$ cat config.mk
export PLATFORM = sky130hd
export DESIGN_NAME = sc_ball_shiftregister
export DESIGN_NICKNAME = d
export VERILOG_FILES = /design/src/rtl/sc_ball_shiftregister_pkg.sv /design/src/rtl/sc_ball_tickprescaler.sv /design/src/rtl/sc_ball_shiftregister.sv
export SDC_FILE = /design/constraint.sdc
export NUM_CORES = 1
export LEC_CHECK = 0
export CORE_MARGIN = 4
export CORE_UTILIZATION = 30
export DETAILED_ROUTE_END_ITERATION = 12
export PLACE_DENSITY_LB_ADDON = 0.1
export SLEW_MARGIN = 20
export SYNTH_ARGS = -nofsm -noshare
export SYNTH_HDL_FRONTEND = slang
export SYNTH_SLANG_ARGS = --single-unit
$ cat constraint.sdc
create_clock -name SC_BALL_SHIFTREGISTER_CLOCK_50 -period 2.1 [get_ports SC_BALL_SHIFTREGISTER_CLOCK_50]
set_input_delay 0.42 -clock SC_BALL_SHIFTREGISTER_CLOCK_50 [delete_from_list [all_inputs] [get_ports SC_BALL_SHIFTREGISTER_CLOCK_50]]
set_output_delay 0.42 -clock SC_BALL_SHIFTREGISTER_CLOCK_50 [all_outputs]
set_load 0.02 [all_outputs]
$ cat src/rtl/sc_ball_shiftregister_pkg.sv
// ============================================================================
// sc_ball_shiftregister_pkg: shared FSM encoding and bus defaults. Rev 1.0
// ============================================================================
`default_nettype none

package sc_ball_shiftregister_pkg;

    localparam int                           DATAWIDTH_DEFAULT = 8;
    localparam logic [DATAWIDTH_DEFAULT-1:0] LOADVALUE_DEFAULT = 8'b0001_0000;

    typedef enum logic [1:0] {
        IDLE       = 2'd0,
        MOVE_LEFT  = 2'd1,
        MOVE_RIGHT = 2'd2,
        PAUSED     = 2'd3
    } ball_state_t;

endpackage : sc_ball_shiftregister_pkg

`default_nettype wire

$ cat src/rtl/sc_ball_tickprescaler.sv
// ============================================================================
// sc_ball_tickprescaler: modulo-TICKDIV counter issuing the position step. Rev 1.0
// ============================================================================
`default_nettype none

module sc_ball_tickprescaler #(
    parameter int TICKDIV = 16
) (
    input  logic clk,
    input  logic rst_n,
    input  logic enable,
    input  logic clear,
    output logic step
);

    localparam int             CW   = $clog2(TICKDIV);
    localparam logic [CW-1:0]  LAST = CW'(TICKDIV - 1);

    logic [CW-1:0] count;

    // Step is qualified by enable so a frozen prescaler never fires.
    assign step = enable && (count == LAST);

    always_ff @(posedge clk or negedge rst_n) begin
        if (!rst_n) begin
            count <= '0;
        end else if (clear) begin
            count <= '0;
        end else if (enable) begin
            count <= step ? '0 : count + CW'(1);
        end
    end

endmodule : sc_ball_tickprescaler

`default_nettype wire

$ cat src/rtl/sc_ball_shiftregister.sv
// ============================================================================
// sc_ball_shiftregister: one-hot ball position bouncing between bus walls. Rev 1.0
// ============================================================================
`default_nettype none

module sc_ball_shiftregister
    import sc_ball_shiftregister_pkg::*;
#(
    parameter int                                      BALLSHIFTREGISTER_DATAWIDTH = DATAWIDTH_DEFAULT,
    parameter logic [BALLSHIFTREGISTER_DATAWIDTH-1:0]  BALLSHIFTREGISTER_LOADVALUE = LOADVALUE_DEFAULT,
    parameter int                                      BALLSHIFTREGISTER_TICKDIV   = 16
) (
    input  logic                                   SC_BALL_SHIFTREGISTER_CLOCK_50,
    input  logic                                   SC_BALL_SHIFTREGISTER_RESET_InLow,
    input  logic                                   SC_BALL_SHIFTREGISTER_load_InHigh,
    input  logic                                   SC_BALL_SHIFTREGISTER_dirleft_InHigh,
    input  logic                                   SC_BALL_SHIFTREGISTER_pause_InHigh,
    output logic [BALLSHIFTREGISTER_DATAWIDTH-1:0] SC_BALL_SHIFTREGISTER_data_OutBUS,
    output logic                                   SC_BALL_SHIFTREGISTER_dirleft_OutHigh,
    output logic                                   SC_BALL_SHIFTREGISTER_bounce_OutHigh
);

    localparam int DW = BALLSHIFTREGISTER_DATAWIDTH;

    logic clk;
    logic rst_n;
    logic load;
    logic pause;

    assign clk   = SC_BALL_SHIFTREGISTER_CLOCK_50;
    assign rst_n = SC_BALL_SHIFTREGISTER_RESET_InLow;
    assign load  = SC_BALL_SHIFTREGISTER_load_InHigh;
    assign pause = SC_BALL_SHIFTREGISTER_pause_InHigh;

    ball_state_t   state;
    ball_state_t   state_nxt;
    logic [DW-1:0] data;
    logic [DW-1:0] data_nxt;
    logic          dir_left;
    logic          dir_nxt;
    logic          bounce;
    logic          bounce_nxt;

    logic          tick_en;
    logic          tick_clr;
    logic          tick_step;
    logic          at_wall;

    // The prescaler only advances while the ball is live and not held; load
    // restarts the step interval from zero.
    assign tick_en  = (state != IDLE) && !pause && !load;
    assign tick_clr = load || (state == IDLE);

    sc_ball_tickprescaler #(
        .TICKDIV (BALLSHIFTREGISTER_TICKDIV)
    ) u_prescaler (
        .clk    (clk),
        .rst_n  (rst_n),
        .enable (tick_en),
        .clear  (tick_clr),
        .step   (tick_step)
    );

    assign at_wall = dir_left ? data[DW-1] : data[0];

    always_ff @(posedge clk or negedge rst_n) begin
        if (!rst_n) begin
            state    <= IDLE;
            data     <= '0;
            dir_left <= 1'b0;
            bounce   <= 1'b0;
        end else begin
            state    <= state_nxt;
            data     <= data_nxt;
            dir_left <= dir_nxt;
            bounce   <= bounce_nxt;
        end
    end

    // dir_left holds the retained direction while PAUSED, so resuming and
    // stepping both follow it rather than the encoded state.
    always_comb begin
        state_nxt  = state;
        data_nxt   = data;
        dir_nxt    = dir_left;
        bounce_nxt = 1'b0;

        if (load) begin
            data_nxt  = BALLSHIFTREGISTER_LOADVALUE;
            dir_nxt   = SC_BALL_SHIFTREGISTER_dirleft_InHigh;
            state_nxt = SC_BALL_SHIFTREGISTER_dirleft_InHigh ? MOVE_LEFT : MOVE_RIGHT;
        end else if (state == IDLE) begin
            data_nxt = '0;
            dir_nxt  = 1'b0;
        end else if (pause) begin
            state_nxt = PAUSED;
        end else begin
            state_nxt = dir_left ? MOVE_LEFT : MOVE_RIGHT;
            if (tick_step) begin
                if (at_wall) begin
                    data_nxt   = dir_left ? (data >> 1) : (data << 1);
                    dir_nxt    = !dir_left;
                    state_nxt  = dir_left ? MOVE_RIGHT : MOVE_LEFT;
                    bounce_nxt = 1'b1;
                end else begin
                    data_nxt = dir_left ? (data << 1) : (data >> 1);
                end
            end
        end
    end

    assign SC_BALL_SHIFTREGISTER_data_OutBUS     = data;
    assign SC_BALL_SHIFTREGISTER_dirleft_OutHigh = dir_left;
    assign SC_BALL_SHIFTREGISTER_bounce_OutHigh  = bounce;

endmodule : sc_ball_shiftregister

`default_nettype wire

## After elaboration in Yosys (flattened, before gate mapping)

Cells that the tools add are included.

| cells by class | value |
|---|---|
| add/sub/neg operators | 1 |
| eq/ne operators | 3 |
| muxes and demuxes | 29 |
| reductions and logical operators | 14 |

Operators with widths:

| operator | number |
|---|---|
| $mux 8 | 7 |
| $mux 2 | 8 |
| $mux 4 | 3 |
| $mux 1 | 11 |
| $reduce_bool 3->1 | 2 |
| $add 4x1->4 const B | 1 |
| $eq 4x4->1 const B | 1 |
| $reduce_bool 2->1 | 2 |
| $logic_and 1x1->1 | 3 |
| $logic_not 1->1 | 3 |
| $ne 3x2->1 const B | 1 |
| $reduce_and 3->1 | 1 |
| $logic_not 2->1 | 1 |
| $ne 2x2->1 const B | 1 |
| $reduce_and 2->1 | 1 |
| $logic_or 1x1->1 | 1 |

| storage, ports and cells | value |
|---|---|
| register bits | 16 |
| input port bits | 5 |
| output and inout bits | 10 |
| logic and storage cells | 52 |

## Logic depth before layout (Yosys ltp)

Gate-level depths: netlist of run 1.

| logic depth | value |
|---|---|
| depth after elaboration | 8 |
| depth in mapped cells | 6 |
| depth with buffers taken out | 5 |

## Hierarchy

Synthesis of run 1 repeated with hierarchy kept, for this count alone.

| unflattened totals | value |
|---|---|
| cell total of the unflattened synthesis | 91 |
| area total of the unflattened synthesis | 900.9 µm² |

Modules (own cells, without submodules):

| module | instances | cells each | area an instance (µm²) | sequential area each (µm²) |
|---|---|---|---|---|
| sc_ball_shiftregister | 1 | 69 | 695.7 | 300.3 |
| sc_ball_tickprescaler | 1 | 22 | 205.2 | 100.1 |

## Least setup slack after synthesis of run 1

Ideal clock, no wire load.

| path | value |
|---|---|
| path type | reg2reg |
| start point | register u_prescaler.count[0] |
| end point | register state[1] |
| arrival time | 1.442 ns |
| required time | 2.027 ns |
| path slack | 0.585 ns |
| cell stages (with the launch flop) | 7 |
| period minus slack after synthesis | 1.515 ns |
| path through | dfrtp_1 -> ha_1 -> and4b_1 -> buf_4 -> nand2b_4 -> mux2_4 -> a21oi_2 |

| on the way | value |
|---|---|
| cells in the longest elaborated chain, start to end | 6 |

RTL lines:

| item | line | source |
|---|---|---|
| start: declaration | sc_ball_tickprescaler.sv:19 | `logic [CW-1:0] count;` |
| start signal: assignment | sc_ball_tickprescaler.sv:30 | `count <= step ? '0 : count + CW'(1);` |
| $eq 4x4->1 | sc_ball_tickprescaler.sv:22 | `assign step = enable && (count == LAST);` |
| $logic_and 1x1->1 | sc_ball_tickprescaler.sv:22 |  |
| $mux 2 | sc_ball_shiftregister.sv:99 | `if (tick_step) begin` |
| $mux 2 | sc_ball_shiftregister.sv:95 | `end else if (pause) begin` |
| $mux 2 | sc_ball_shiftregister.sv:92 | `end else if (state == IDLE) begin` |
| $mux 2 | sc_ball_shiftregister.sv:88 | `if (load) begin` |
| end signal: assignment | sc_ball_shiftregister.sv:73 | `state <= state_nxt;` |
| end: declaration | sc_ball_shiftregister.sv:35 | `ball_state_t state;` |

No other way between the ends. The select of a mux whose other input is x is not followed.
A chain may end at the register's enable or synchronous reset.

## Final worst setup path of run 1

| path | value |
|---|---|
| start point | register dir_left, in the netlist SC_BALL_SHIFTREGISTER_dirleft_OutHigh |
| end point | output port SC_BALL_SHIFTREGISTER_dirleft_OutHigh |

RTL lines:

| item | line | source |
|---|---|---|
| start: declaration | sc_ball_shiftregister.sv:39 | `logic dir_left;` |
| start signal: assignment | sc_ball_shiftregister.sv:75 | `dir_left <= dir_nxt;` |
| end: declaration | sc_ball_shiftregister.sv:19 | `output logic SC_BALL_SHIFTREGISTER_dirleft_OutHigh,` |

No word-level cell between the ends.

==> results.cfg, run 1 <==
[outcome]
outcome = finished, final reports clean

[worst_setup_path]
cp_cell_sequence = clkdlybuf4s50_1
crit_family = buffers and inverters
cp.required_ns = 1.68
path_buf_inv = 1
crit_type = reg -> out
crit_slowest_cell = clkdlybuf4s50_1
path_max_fanout = 9
cp.arrival_ns = 1.49
max_stage_delay_ns = 0.67
crit_path_start_kind = flop
endpoint_kind = primary output

[floorplan]
fp.dieH_um = 60.9
die_w_um = 60.9
io_pins = 15
fp.dieArea_sq_mm = 0.00371
start_util_pct = 32.7
core-area_sq_mm = 0.00257
std_cell_rows = 18

[timing]
finalMaxSlewViolations = 0
grt_setup_unrepaired = no
period_minus_slack_ns = 1.91
setup_viol_count_final = 0
timing.fmax_ghz = 0.525
min_period_over_period_pct = 90.7
setup_tns_ns = 0
finalHoldViolCount = 0
tightestPinTransition_ns = 0.395
fin_skew_ns = 0.00189
whs_ns = 0.441
relSlewSlack_pct = 73.6

[placement]
post-dp-hpwl_um = 1340
dp.cells = 125
gp_congestion = 0.726
portBuffers = 14

[cts]
cts-root-buf = clkbuf_4
cts_buffers = 3
clkTransAtPathRegs_ns = 0.09
cts_sinks = 16
cts_tree = yes
cts_hold_buf = 0
cts_setup_buffers = 0
clockBufferDepth = 2
htree_levels = 1
clock_latency_ns = 0.29
ctsResizeCount = 0

[drt]
drtIter0Drc = 10
via_count = 676
wl_um = 1930
drt_first_pass_iters = 4
ant_nets = 0
vias_per_cell = 5.24
drc = 0
wire_per_inst_um = 14.9

[synth]
yosys.area.top_type = dfrtp_1
synth_seq_area_share_pct = 47.6
ys_ff_latch = 16
synth_cell_types = 32
synthSimpleGateAreaFrac_pct = 15.5
synthArstFlopShare_pct = 100
synth_top_family_by_area = compound AO/OA/AOI/OAI gates
synth_area_sq_um = 841
syn_area_per_cell_sq_um = 10.4
synth_edf_count = 0
muxShareOfSynthArea_pct = 10.3
synth_xor_area_share_pct = 2.08
synth_top_area_share_pct = 47.6
ys_warn_count = 0
yosys.cell_count.top_type = dfrtp_1
synth-compound-area-share_pct = 18.9
ys.flop_type = dfrtp_1
yosys-top-cells-area = dfrtp_1 (48%), mux2i_1 (7.1%), a211oi_1 (4.5%)
synth_commonest_cells = dfrtp_1 (16), nand2_1 (8), a21oi_1 (6), mux2i_1 (6), nor2_1 (6)
syn-num-nets = 87
synth_cells = 81
synth_fa_ha_area_share_pct = 1.49

[layout]
area_delta_synth_final_pct = 25.7
nets = 106
fillCellCount = 263
drive_gt1_share_pct = 14.1
multiInputGateArea_sq_um = 405
final_cell_count_no_fill = 129
seqCellArea_sq_um = 400
antenna_cells = 0
fin_util_pct = 41.2

[pwr]
leakage_nw = 0.439
power_mw = 0.643
clockPowerShare_pct = 32.0
power.switching_mw = 0.167
p_comb_share_pct = 15.7
internal_power_mw = 0.476
p_sw_share_pct = 26.0
irDropWorstVdd_mv = 0.376
power_density_mw_per_mm2 = 608
p_seq_share_pct = 52.3

[min_path]
min_path_type = in -> async

[grt]
grt_use_total_pct = 11.9
grt.overflow.total = 0
grt_pass1_wl_um = 3170
antenna_found_initial = 0
grt_pass1_vias = 643
grt_max_degree = 17

[job]
cap_viol_max_count = 0
## routing by layer
layer  track usage, %  part of all wire, %  vias up
met5                0                    0        -
met4             3.72                 0.99        0
met3             4.89                  7.0        2
met2             16.9                   44       18
met1             16.4                   48      328
li1                 -                    -      328
## cell families after synthesis
family,Yosys count
DFF,16
and+or+nand+nor,25
buffers and inverters,5
muxes,8
xor gates and xnor gates,2
AOI/OAI and AO/OA,24
adders and majority gates,1
## final cells by class
class / count / area share (%)
Clock buffer: 4 / 3.43
Multi-Input combinational cell: 60 / 38.3
Sequential cell: 16 / 37.9
Tap cell: 30 / 3.55
Timing Repair Buffer: 19 / 16.8
## sequential cells by signal (all words and copies together) (netlist names)
name	count
u_prescaler.count	4
SC_BALL_SHIFTREGISTER_dirleft_OutHigh	1
state	2
SC_BALL_SHIFTREGISTER_bounce_OutHigh	1
SC_BALL_SHIFTREGISTER_data_OutBUS	8
## final timing paths
kind,from,to,slack (ns),depth (start not counted)
max in group asynchronous,SC_BALL_SHIFTREGISTER_RESET_InLow,SC_BALL_SHIFTREGISTER_data_OutBUS[4]$_DFFE_PN0P_,1.48,2
max reg2reg,u_prescaler.count[0]$_DFFE_PN0P_,SC_BALL_SHIFTREGISTER_data_OutBUS[6]$_DFFE_PN0P_,0.51,5
min reg2reg,u_prescaler.count[3]$_DFFE_PN0P_,u_prescaler.count[3]$_DFFE_PN0P_,0.52,1
max,SC_BALL_SHIFTREGISTER_dirleft_OutHigh$_DFFE_PN0P_,SC_BALL_SHIFTREGISTER_dirleft_OutHigh,0.19,1
min in group SC_BALL_SHIFTREGISTER_CLOCK_50,u_prescaler.count[3]$_DFFE_PN0P_,u_prescaler.count[3]$_DFFE_PN0P_,0.52,1
min,SC_BALL_SHIFTREGISTER_RESET_InLow,u_prescaler.count[3]$_DFFE_PN0P_,0.44,2
## layout by cell type (no fill, tap or decap)
cell,synthesis,layout
nand2b_4,1,1
a21oi_2,1,1
mux2_4,1,1
mux2_2,1,1
nand3_1,2,2
o21ai_0,3,3
o211ai_1,1,1
clkbuf_4,0,3
a21o_1,1,1
nor3_1,1,1
nor2_1,6,6
or2_2,1,1
a31oi_1,2,2
a21oi_1,6,6
nand2_1,8,8
xor2_1,1,1
xnor2_1,1,1
mux2i_1,6,6
nand3b_1,1,1
o21a_1,1,1
nor2b_1,3,3
clkdlybuf4s50_1,0,14
and4b_1,1,1
dfrtp_1,16,16
ha_1,1,1
o221ai_1,1,1
clkbuf_8,0,1
buf_4,2,5
nand2b_1,1,1
a211oi_1,5,5
a311oi_1,1,1
o21bai_1,2,2
## through the flow
step | instance area, sq um | setup slack, ns
2_1_floorplan | 841 | 0.585
3_3_place_gp | 1020 | 0.148
3_5_place_dp | 1020 | 0.184
4_1_cts | 1060 | 0.166
5_1_grt | 1060 | 0.126
6_report | 1060 | 0.195
## power by group through the flow
stage               registers [mW]  clock network [mW]  logic (mW)
floorplan                    0.344                   0      0.0600
global placement             0.343                   0       0.102
detailed placement           0.344                   0       0.102
CTS                          0.337               0.220       0.103
global route                 0.338               0.230       0.113
finish                       0.336               0.206       0.101
Power figures use the tool's default switching activity.
==> run 2: changes to the inputs <==
--- a/config.mk
+++ b/config.mk
@@ -5,9 +5,10 @@
 export SDC_FILE = /design/constraint.sdc
 export NUM_CORES = 1
 export LEC_CHECK = 0
-export CORE_MARGIN = 4
+export CORE_MARGIN = 5
 export CORE_UTILIZATION = 30
 export DETAILED_ROUTE_END_ITERATION = 12
+export HOLD_SLACK_MARGIN = 0.12
 export PLACE_DENSITY_LB_ADDON = 0.1
 export SLEW_MARGIN = 20
 export SYNTH_ARGS = -nofsm -noshare
==> run 2 against run 1 <==
Compared with the run above:
- final area shrank 0.59%
- core utilization decreased by 2.4 points
- maximum frequency shrank 0.39%
- clock skew increased by 0.0038 ns
- setup slack worse by 0.0075 ns
- critical path depth stayed put
- first-iteration DRC count grew to 3.2 times the previous value
- power increased by 0.79%
- routed wire length decreased by 1.2%
==> results.cfg, run 2 (synthesis gave the netlist of run 1 again) <==
[cts]
cts-root-buf = clkbuf_4
cts_tree = yes
clockBufferDepth = 2
ctsResizeCount = 0
cts_buffers = 3
clock_latency_ns = 0.30
clkTransAtPathRegs_ns = 0.10
htree_levels = 1
cts_hold_buf = 0
cts_sinks = 16
cts_setup_buffers = 0

[drt]
wl_met3_um = 91
vias_per_cell = 5.11
wire_per_inst_um = 14.7
wl_um = 1900
drtIter0Drc = 32
via_count = 659
drt_first_pass_iters = 3
drc = 0
dr_wl_met2_um = 826
drt-met1-wl_um = 943
ant_nets = 0
routed.top_layer = met4

[timing]
grt_setup_unrepaired = no
fin_ws_ns = 0.187
setup_viol_count_final = 0
finalMaxSlewViolations = 0
period_minus_slack_ns = 1.91
tightestPinTransition_ns = 0.380
finalHoldViolCount = 0
fin_skew_ns = 0.00571
setup_tns_ns = 0
relSlewSlack_pct = 74.6
timing.fmax_ghz = 0.523
min_period_over_period_pct = 91.1

[floorplan]
fp.dieArea_sq_mm = 0.00396
io_pins = 15
fp.dieH_um = 62.9
die_w_um = 62.9
core-area_sq_mm = 0.00271
std_cell_rows = 19
start_util_pct = 31.0

[worst_setup_path]
path_buf_inv = 1
crit_type = reg -> out
crit_path_start_kind = flop
crit_family = buffers and inverters
max_stage_delay_ns = 0.67
cp.arrival_ns = 1.49
cp_cell_sequence = clkdlybuf4s50_1
path_max_fanout = 9
crit_slowest_cell = clkdlybuf4s50_1
endpoint_kind = primary output
cp.required_ns = 1.68

[layout]
largest_register_ffs = 8
drive_gt1_share_pct = 13.3
nets = 105
layout_common_cells = dfrtp_1 (16), clkdlybuf4s50_1 (14), nand2_1 (8)
fillCellCount = 285
layout_commonest_cell = dfrtp_1
antenna_cells = 0
area_delta_synth_final_pct = 25.0

[grt]
grt_pass1_wl_um = 3450
grt_pass1_vias = 671
grt.overflow.total = 0
antenna_found_initial = 0
grt_use_total_pct = 10.9
grt_max_degree = 17

[pwr]
p_seq_share_pct = 52.0
power.switching_mw = 0.172
internal_power_mw = 0.476
power_density_mw_per_mm2 = 617
leakage_nw = 0.434
p_sw_share_pct = 26.5
p_comb_share_pct = 15.5
irDropWorstVdd_mv = 0.274
clockPowerShare_pct = 32.5

[placement]
post-dp-hpwl_um = 1330
portBuffers = 14
dp_slack_ns = 0.161
gp_congestion = 0.730

[outcome]
outcome = finished, final reports clean

[job]
cap_viol_max_count = 0

[min_path]
min_path_type = in -> async
run 2: cell count changes in the layout (fill, tap and decap cells not counted):
cell / change
buf_4: -1
run 2: path summary, 6_finish.rpt:
check | startpoint | endpoint | slack [ns] | cells after the start
max in group asynchronous | SC_BALL_SHIFTREGISTER_RESET_InLow | SC_BALL_SHIFTREGISTER_data_OutBUS[2]$_DFFE_PN0P_ | 1.48 | 2
worst min register to register | u_prescaler.count[3]$_DFFE_PN0P_ | u_prescaler.count[3]$_DFFE_PN0P_ | 0.53 | 1
min in group SC_BALL_SHIFTREGISTER_CLOCK_50 | u_prescaler.count[3]$_DFFE_PN0P_ | u_prescaler.count[3]$_DFFE_PN0P_ | 0.53 | 1
worst max-delay path | SC_BALL_SHIFTREGISTER_dirleft_OutHigh$_DFFE_PN0P_ | SC_BALL_SHIFTREGISTER_dirleft_OutHigh | 0.19 | 1
worst max register to register | u_prescaler.count[0]$_DFFE_PN0P_ | SC_BALL_SHIFTREGISTER_data_OutBUS[2]$_DFFE_PN0P_ | 0.49 | 5
worst min-delay path | SC_BALL_SHIFTREGISTER_RESET_InLow | state[1]$_DFFE_PN0P_ | 0.43 | 2
run 2: stage by stage:
| stage | util [%] | cell area (sq um) | hold WS [ns] | cells | power (mW) |
|---|---|---|---|---|---|
| 6_report | 38.8 | 1050 | 0.435 | 129 | 0.648 |
| 5_1_grt | 38.8 | 1050 | 0.473 | 129 | 0.685 |
| 4_1_cts | 38.8 | 1050 | 0.448 | 129 | 0.656 |
| 3_5_place_dp | 37.4 | 1010 | 0.510 | 125 | 0.445 |
| 3_3_place_gp | 37.4 | 1010 | 0.511 | 125 | 0.445 |
| 2_1_floorplan | - | 841 | 0.124 | 81 | 0.404 |
run 2: routing by layer:
metal | GRT usage (%) | vias to the layer above
li1 | - | 327
met1 | 15.8 | 315
met2 | 14.9 | 12
met3 | 2.88 | 5
met4 | 4.77 | 0
met5 | 0 | -
run 2: cell type report:
type,count,area [sq um],share of cell area (%)
well taps,31,38.8,3.69
multi-input cells,60,405,38.6
flip-flops and latches,16,400,38.1
clock buffers,4,36.3,3.45
repair buffers,18,170,16.2
run 2: power groups by stage:
stage	Sequential, mW	Combinational (mW)	Clock (mW)
2_1_floorplan	0.344	0.0600	0
3_3_place_gp	0.343	0.102	0
3_5_place_dp	0.343	0.102	0
4_1_cts	0.337	0.103	0.217
5_1_grt	0.339	0.113	0.233
6_report	0.337	0.101	0.211
==> run 3: changes to the inputs <==
--- a/config.mk
+++ b/config.mk
@@ -6,7 +6,8 @@
 export NUM_CORES = 1
 export LEC_CHECK = 0
 export CORE_MARGIN = 5
-export CORE_UTILIZATION = 30
+export CORE_UTILIZATION = 45
+export CTS_BUF_LIST = sky130_fd_sc_hd__clkbuf_8
 export DETAILED_ROUTE_END_ITERATION = 12
 export HOLD_SLACK_MARGIN = 0.12
 export PLACE_DENSITY_LB_ADDON = 0.1
==> run 3 against run 2 <==
Compared with the run above:
- final cell count shrank 4.7%
- clock skew shrank 0.0046 ns
- global-route usage grew 5.0 points
- register-to-register slack lost 0.12 ns
- critical endpoint unchanged
- non-clock buffer count is the same
- clock power grew 31%
- largest cell class unchanged
- first-iteration DRC count shrank 41%
- via count grew 3.2%
- sequential power is essentially flat
- critical path depth is the same
- routed wire length shrank 3.2%
==> results.cfg, run 3 (synthesis gave the netlist of run 1 again) <==
[grt]
grt_use_total_pct = 15.9
grt_use_met1_pct = 20.1
grt.busiest_layer = met2
grt_util_met3_pct = 3.66
grt.overflow.total = 0
met2_usage_pct = 23.3
grt_pass1_vias = 694
grt_pass1_wl_um = 3160
antenna_found_initial = 0
grt_max_degree = 17

[timing]
finalMaxSlewViolations = 0
fin_skew_ns = 0.00115
period_minus_slack_ns = 1.83
relSlewSlack_pct = 72.2
setup_viol_count_final = 0
tightestPinTransition_ns = 0.417
min_period_over_period_pct = 86.9
grt_setup_unrepaired = no
finalHoldViolCount = 0
setup_tns_ns = 0
timing.fmax_ghz = 0.548

[worst_setup_path]
path_max_fanout = 9
crit_family = buffers and inverters
r2r_slack_ns = 0.37
crit_type = reg -> out
endpoint_kind = primary output
r2r_end = SC_BALL_SHIFTREGISTER_data_OutBUS[2]$_DFFE_PN0P_
path_buf_inv = 1
r2r_cells = 5
crit_path_start_kind = flop
regToRegStartpoint = u_prescaler.count[0]$_DFFE_PN0P_
max_stage_delay_ns = 0.66
crit_slowest_cell = clkdlybuf4s50_1
cp_cell_sequence = clkdlybuf4s50_1
cp.arrival_ns = 1.41
cp.required_ns = 1.68

[layout]
final_cell_count_no_fill = 123
nets = 105
drive_gt1_share_pct = 13.3
largest_register_ffs = 8
layout_commonest_cell = dfrtp_1
area_delta_synth_final_pct = 26.3
antenna_cells = 0
layout_common_cells = dfrtp_1 (16), clkdlybuf4s50_1 (14), nand2_1 (8)

[outcome]
outcome = finished, final reports clean

[floorplan]
core-area_sq_mm = 0.00175
fp.dieArea_sq_mm = 0.00283
die_w_um = 53.2
io_pins = 15
start_util_pct = 48.2
std_cell_rows = 15
fp.dieH_um = 53.2

[pwr]
irDropWorstVdd_mv = 0.489
power_density_mw_per_mm2 = 671
leakage_nw = 0.442

[job]
cap_viol_max_count = 0

[cts]
cts_sinks = 16
clkTransAtPathRegs_ns = 0.06
cts_buffers = 3
ctsResizeCount = 0
htree_levels = 1
clockBufferDepth = 2
cts_setup_buffers = 0
cts-root-buf = clkbuf_8
cts_tree = yes
clock_latency_ns = 0.25
cts_hold_buf = 0

[placement]
dp.cells = 119
portBuffers = 14
gp_congestion = 0.794
post-dp-hpwl_um = 1210

[drt]
ant_nets = 0
vias_per_cell = 5.53
drt_first_pass_iters = 4
wire_per_inst_um = 15.0
drtIter0Drc = 19
drc = 0
wl_um = 1840
via_count = 680

[min_path]
min_path_type = in -> async
==> run 3: how the worst max path moves through the flow <==
stage / cells past startpoint / start / to
finish: 1 / SC_BALL_SHIFTREGISTER_dirleft_OutHigh$_DFFE_PN0P_ / SC_BALL_SHIFTREGISTER_dirleft_OutHigh
global route: 1 / SC_BALL_SHIFTREGISTER_dirleft_OutHigh$_DFFE_PN0P_ / SC_BALL_SHIFTREGISTER_dirleft_OutHigh
CTS: 1 / SC_BALL_SHIFTREGISTER_dirleft_OutHigh$_DFFE_PN0P_ / SC_BALL_SHIFTREGISTER_dirleft_OutHigh
detailed placement: 5 / SC_BALL_SHIFTREGISTER_pause_InHigh / SC_BALL_SHIFTREGISTER_data_OutBUS[2]$_DFFE_PN0P_
global placement: 5 / SC_BALL_SHIFTREGISTER_pause_InHigh / SC_BALL_SHIFTREGISTER_data_OutBUS[3]$_DFFE_PN0P_
floorplan: 6 / u_prescaler.count[0]$_DFFE_PN0P_ / state[1]$_DFFE_PN0P_
==> run 3: layer usage <==
metal / part of all wire (%) / wire (um) / up-vias
li1: - / - / 325
met5: 0 / 0 / -
met1: 48 / 885 / 334
met2: 43 / 794 / 16
met4: 2.9 / 53 / 0
met3: 5.8 / 107 / 5
==> run 3: where the power goes <==
group	internal, mW	switching [mW]
Sequential	0.321	0.0150
Combinational	0.0498	0.0507
Clock	0.166	0.109
==> run 3: final cells by class <==
type / count / area, sq um
Fill cell: 151 / 683
Multi-Input combinational cell: 60 / 405
Sequential cell: 16 / 400
Timing Repair Buffer: 18 / 170
Clock buffer: 4 / 55.1
Tap cell: 25 / 31.3
==> run 3: per-stage QoR <==
step	power [mW]	setup WS [ns]	util [%]	hold WS, ns	cell area [sq um]
after global placement	0.441	0.162	57.7	0.503	1010
after global routing	0.756	0.208	60.9	0.502	1060
after detailed placement	0.442	0.144	57.7	0.518	1010
after CTS	0.726	0.271	60.9	0.482	1060
final	0.712	0.275	60.9	0.481	1060
after floorplan	0.404	0.585	-	0.124	841
